`config.mk`:
```
export PLATFORM = sky130hd
export DESIGN_NAME = seg_argmax
export DESIGN_NICKNAME = d
export VERILOG_FILES = /design/src/rtl/seg_argmax.sv
export SDC_FILE = /design/constraint.sdc
export NUM_CORES = 2
export LEC_CHECK = 0
export CAP_MARGIN = 20
export CORE_MARGIN = 8
export CORE_UTILIZATION = 45
export CTS_CLUSTER_SIZE = 24
export DETAILED_ROUTE_END_ITERATION = 12
export PLACE_DENSITY = 0.65
export SETUP_SLACK_MARGIN = 0.15
export SLEW_MARGIN = 5
export SYNTH_ARGS = -nofsm -noshare
export SYNTH_HDL_FRONTEND = slang
export SYNTH_SLANG_ARGS = --single-unit
```
`constraint.sdc`:
```
create_clock -name clock -period 6 [get_ports clock]
set_input_delay 1.2 -clock clock [delete_from_list [all_inputs] [get_ports clock]]
set_output_delay 1.2 -clock clock [all_outputs]
set_load 0.01 [all_outputs]
```
`src/rtl/seg_argmax.sv`:
```
// Per-pixel argmax over UNITS signed fixed-point class scores, using a pipelined
// comparison tree. Also keeps a per-frame histogram of the winning classes.
module seg_argmax #(
  parameter int W_HEIGHT  = 480,
  parameter int W_WIDTH   = 640,
  parameter int UNITS     = 12,
  parameter int INT_BITW  = 5,
  parameter int FRAC_BITW = 8,
  localparam int FIXED_BITW = INT_BITW + FRAC_BITW,
  localparam int V_BITW     = $clog2(W_HEIGHT),
  localparam int H_BITW     = $clog2(W_WIDTH),
  localparam int CLS_BITW   = $clog2(UNITS),
  localparam int CNT_BITW   = V_BITW + H_BITW + 1
) (
  input  logic                           clock,
  input  logic                           rst,
  input  logic                           in_enable,
  input  logic [FIXED_BITW*UNITS-1:0]    in_y,
  input  logic [V_BITW-1:0]              in_vcnt,
  input  logic [H_BITW-1:0]              in_hcnt,
  output logic                           out_enable,
  output logic [CLS_BITW-1:0]            out_class,
  output logic [FIXED_BITW-1:0]          out_score,
  output logic [V_BITW-1:0]              out_vcnt,
  output logic [H_BITW-1:0]              out_hcnt,
  output logic [CNT_BITW*UNITS-1:0]      out_hist,
  output logic                           hist_valid
);

  // Candidate count per tree level: 12 -> 6 -> 3 -> 2 -> 1.
  localparam int N1 = (UNITS + 1) / 2;
  localparam int N2 = (N1 + 1) / 2;
  localparam int N3 = (N2 + 1) / 2;

  typedef struct packed {
    logic [CLS_BITW-1:0]          idx;
    logic signed [FIXED_BITW-1:0] score;
  } cand_t;

  // Padding always sits in the odd (higher) slot and never wins a strict compare,
  // so an odd candidate passes through its stage unchanged.
  localparam cand_t PAD = '{idx: '1, score: {1'b1, {(FIXED_BITW-1){1'b0}}}};

  // The lower-index candidate is always 'a'; it keeps ties.
  function automatic cand_t pick(input cand_t a, input cand_t b);
    return (b.score > a.score) ? b : a;
  endfunction

  cand_t lvl0_p [2*N1];
  cand_t lvl1_q [N1];
  cand_t lvl1_p [2*N2];
  cand_t lvl2_q [N2];
  cand_t lvl2_p [2*N3];
  cand_t lvl3_q [N3];
  cand_t lvl3_p [2];

  logic              vld_q [3];
  logic [V_BITW-1:0] vc_q  [3];
  logic [H_BITW-1:0] hc_q  [3];

  // NOTE: every combinational output gets a default first, so no path can infer a latch.
  always_comb begin
    for (int i = 0; i < 2*N1; i++) lvl0_p[i] = PAD;
    for (int i = 0; i < UNITS; i++)
      lvl0_p[i] = '{idx: CLS_BITW'(i), score: in_y[FIXED_BITW*(UNITS-i)-1 -: FIXED_BITW]};
    for (int i = 0; i < 2*N2; i++) lvl1_p[i] = PAD;
    for (int i = 0; i < N1; i++)   lvl1_p[i] = lvl1_q[i];
    for (int i = 0; i < 2*N3; i++) lvl2_p[i] = PAD;
    for (int i = 0; i < N2; i++)   lvl2_p[i] = lvl2_q[i];
    for (int i = 0; i < 2; i++)    lvl3_p[i] = PAD;
    for (int i = 0; i < N3; i++)   lvl3_p[i] = lvl3_q[i];
  end

  // NOTE: sequential state uses non-blocking assignments only, so stage order never matters.
  always_ff @(posedge clock) begin
    if (rst) begin
      for (int i = 0; i < N1; i++) lvl1_q[i] <= '0;
      for (int i = 0; i < N2; i++) lvl2_q[i] <= '0;
      for (int i = 0; i < N3; i++) lvl3_q[i] <= '0;
      for (int i = 0; i < 3; i++) begin
        vld_q[i] <= 1'b0;
        vc_q[i]  <= '0;
        hc_q[i]  <= '0;
      end
      out_enable <= 1'b0;
      out_class  <= '0;
      out_score  <= '0;
      out_vcnt   <= '0;
      out_hcnt   <= '0;
    end else begin
      for (int i = 0; i < N1; i++) lvl1_q[i] <= pick(lvl0_p[2*i], lvl0_p[2*i+1]);
      for (int i = 0; i < N2; i++) lvl2_q[i] <= pick(lvl1_p[2*i], lvl1_p[2*i+1]);
      for (int i = 0; i < N3; i++) lvl3_q[i] <= pick(lvl2_p[2*i], lvl2_p[2*i+1]);
      {out_class, out_score} <= pick(lvl3_p[0], lvl3_p[1]);
      vld_q[0] <= in_enable;
      vc_q[0]  <= in_vcnt;
      hc_q[0]  <= in_hcnt;
      for (int i = 1; i < 3; i++) begin
        vld_q[i] <= vld_q[i-1];
        vc_q[i]  <= vc_q[i-1];
        hc_q[i]  <= hc_q[i-1];
      end
      out_enable <= vld_q[2];
      out_vcnt   <= vc_q[2];
      out_hcnt   <= hc_q[2];
    end
  end

  logic [CNT_BITW-1:0] cnt_q [UNITS];
  logic [CNT_BITW-1:0] cnt_d [UNITS];
  logic                frame_start;
  logic                frame_end;

  // A (0,0) pixel restarts from zero before counting itself; counts saturate.
  always_comb begin
    frame_start = out_enable && (out_vcnt == '0) && (out_hcnt == '0);
    frame_end   = out_enable && (out_vcnt == V_BITW'(W_HEIGHT-1))
                             && (out_hcnt == H_BITW'(W_WIDTH-1));
    for (int u = 0; u < UNITS; u++) begin
      cnt_d[u] = frame_start ? '0 : cnt_q[u];
      if (out_enable && (out_class == CLS_BITW'(u)) && (cnt_d[u] != '1))
        cnt_d[u] = cnt_d[u] + CNT_BITW'(1);
    end
  end

  // NOTE: the counters are plain flops, not a RAM, so reset clears them all in one cycle.
  always_ff @(posedge clock) begin
    if (rst) begin
      for (int u = 0; u < UNITS; u++) cnt_q[u] <= '0;
      out_hist   <= '0;
      hist_valid <= 1'b0;
    end else begin
      hist_valid <= frame_end;
      for (int u = 0; u < UNITS; u++) begin
        if (frame_end) begin
          out_hist[CNT_BITW*(UNITS-u)-1 -: CNT_BITW] <= cnt_d[u];
          cnt_q[u] <= '0;
        end else begin
          cnt_q[u] <= cnt_d[u];
        end
      end
    end
  end

endmodule

```
==> impl_metrics.toml <==
[status]
status = "finished, final reports clean"

[power]
ir_drop_mv = 0.180
p_leak_nw = 17.2
p_total_mw = 12.5
power_density_nw_per_um2 = 281

[yosys]
yosysSeqAreaShare = 0.489
synth_edf_count = 240
avgSynthCellArea_um2 = 9.52
ys_ff_latch = 743
yosysWarnings = 0
syn_inst = 3716
ys.flop_type = "dfxtp_1"
synthArstFlopShare = 0
synth_area_um2 = 35400
synth.distinct_cells = 86

[finish]
nFillCells = 6981
drive_gt1_frac = 0.0531
utilization = 0.573
diodes = 0
fin_area_um2 = 44400
final_common_cell = "nor2_1"
layout_common_cells = "nor2_1, dfxtp_1, clkdlybuf4s50_1, nand2_1, conb_1"
finalNetCount = 4673
area_growth_pct = 25.7
stdcell_count = 5447

[setup_path]
worstPathArrival_ns = 4.58
r2r_cells = 12
critPathLaunchType = "register"
worstSetupPathType = "register to register"
crit_fanout = 27
cp-end-kind = "register"
required_ns = 6.35

[route]
via_per_inst = 5.22
finalWirelength_um = 101000
firstDrtPassIters = 6
drtIter0Drc = 1741
drc = 0
ant_nets = 0
wl_per_cell_um = 18.6
via_count = 28400

[clock_network]
htree_levels = 3
clk_latency_ns = 0.63
postCtsResizedCells = 0
cts_setup_buffers = 0
clock_sinks = 743
clkTransAtPathRegs_ns = 0.06
cts_tree = "yes"
cts_made_buffers = 82
postCtsHoldBufs = 0
clk_path_buf_depth = 3
root_buffer = "clkbuf_16"

[die]
core_um2 = 77600
start_util = 0.456
die_w_um = 296
die_area_um2 = 87800
rows = 102
io_pins = 456
die_y_um = 296

[sta]
maxSlewViolCount = 0
fin_ws_ns = 1.77
hold_slack_ns = 0.425
finalHoldViolCount = 0
timing.setup.tns_ns = 0
relSlewSlack = 0.288
skew_ns = 0.0137
finalSetupViolations = 0
rsz0062_at_grt = "no"
fmax_mhz = 236
period_share = 0.705
min_period_ns = 4.23
worst_pin_slew_ns = 1.06

[placed_design]
pre_cts_ws_ns = 1.83
hpwl_um = 74100
place_congestion = 0.905
place_area_um2 = 41600
dp.cells = 5293
port_buffers = 455

[global_routing]
antenna_found_initial = 0
grt_max_degree = 186
grt_pass1_vias = 27600
overflow = 0
grt_pass1_wl_um = 155000
grt.total_usage = 0.224

[run]
max_cap_violations = 0

[hold_path]
min_path_type = "register to register"
min_path_cells = 1
-- final timing paths --
check	startpoint	end	slack (ns)
setup / recovery	out_vcnt[6]	cnt_q[0][9]	1.77
hold / removal	lvl2_q[0][42]	lvl3_q[0][25]	0.42
setup reg to reg	out_vcnt[6]	cnt_q[0][9]	1.77
hold reg to reg	lvl2_q[0][42]	lvl3_q[0][25]	0.42
-- critical path, stage by stage (launching register included) --
cell     delay, ns
dfxtp_1       0.33
nor4_2        0.57
nand3_1       0.45
or2_2         0.43
buf_4         0.28
and2_1        0.26
ha_1          0.20
and3_1        0.24
nand3_1       0.17
nor2_1        0.24
nor4_1        0.52
xnor2_1       0.18
nor2_1        0.05
-- metal layers --
layer  wire length [µm]  track usage
met5                  0            0
met4               3280       0.0792
met3               6930       0.0445
met2              49400        0.390
met1              41800        0.274
-- flip-flops by register name, summed over array words and instances, names as in the netlist --
| register | cells |
|---|---|
| out_score | 13 |
| out_vcnt | 9 |
| cnt_q | 240 |
| out_hcnt | 10 |
| out_enable | 1 |
| lvl3_q | 33 |
| hist_valid | 1 |
| vld_q | 3 |
| out_class | 4 |
| out_hist | 240 |
| hc_q | 30 |
| lvl1_q | 85 |
| vc_q | 27 |
| lvl2_q | 47 |
-- where the power goes --
part / leakage [nW] / switching (mW) / internal (mW) / total, mW
sequential: 6.55 / 0.211 / 5.48 / 5.69
clock: 1.39 / 2.13 / 3.04 / 5.16
combinational: 9.27 / 0.904 / 0.728 / 1.63
-- final cells by class --
cell class,instances,area (µm²),area share
clock buffer,107,2300,0.0517
tap,1040,1300,0.0293
inverter,169,639,0.0144
multi-input combinational,2855,17600,0.395
timing repair buffer,489,4850,0.109
clock inverter,44,498,0.0112
sequential,743,17300,0.389
-- cell usage after synthesis, drive strengths merged, types with 74 or more instances --
cell	number	share of area
nand2	396	0.042
mux2i	156	0.044
inv	169	0.018
buf	74	0.012
nor2b	110	0.020
ha	155	0.055
edfxtp	240	0.20
xor2	113	0.028
o21ai	83	0.012
nor2	536	0.057
xnor2	102	0.025
a211oi	187	0.041
dfxtp	503	0.28
nand4	115	0.020
clkbuf	114	0.012
nand3	120	0.018
-- cell families (layout without fill, tap and decap cells) --
group,Yosys count,after routing,share of synthesized area
AO/OA/AOI/OAI,460,460,0.0924
XOR/XNOR,215,215,0.0533
adder cells (fa/ha/maj),155,155,0.0548
buffers and inverters,357,809,0.0418
flip-flops,743,743,0.489
multiplexers,159,159,0.0451
other,2,241,0.000212
AND/OR/NAND/NOR,1625,1625,0.224
(Power assumes the default switching activity.)
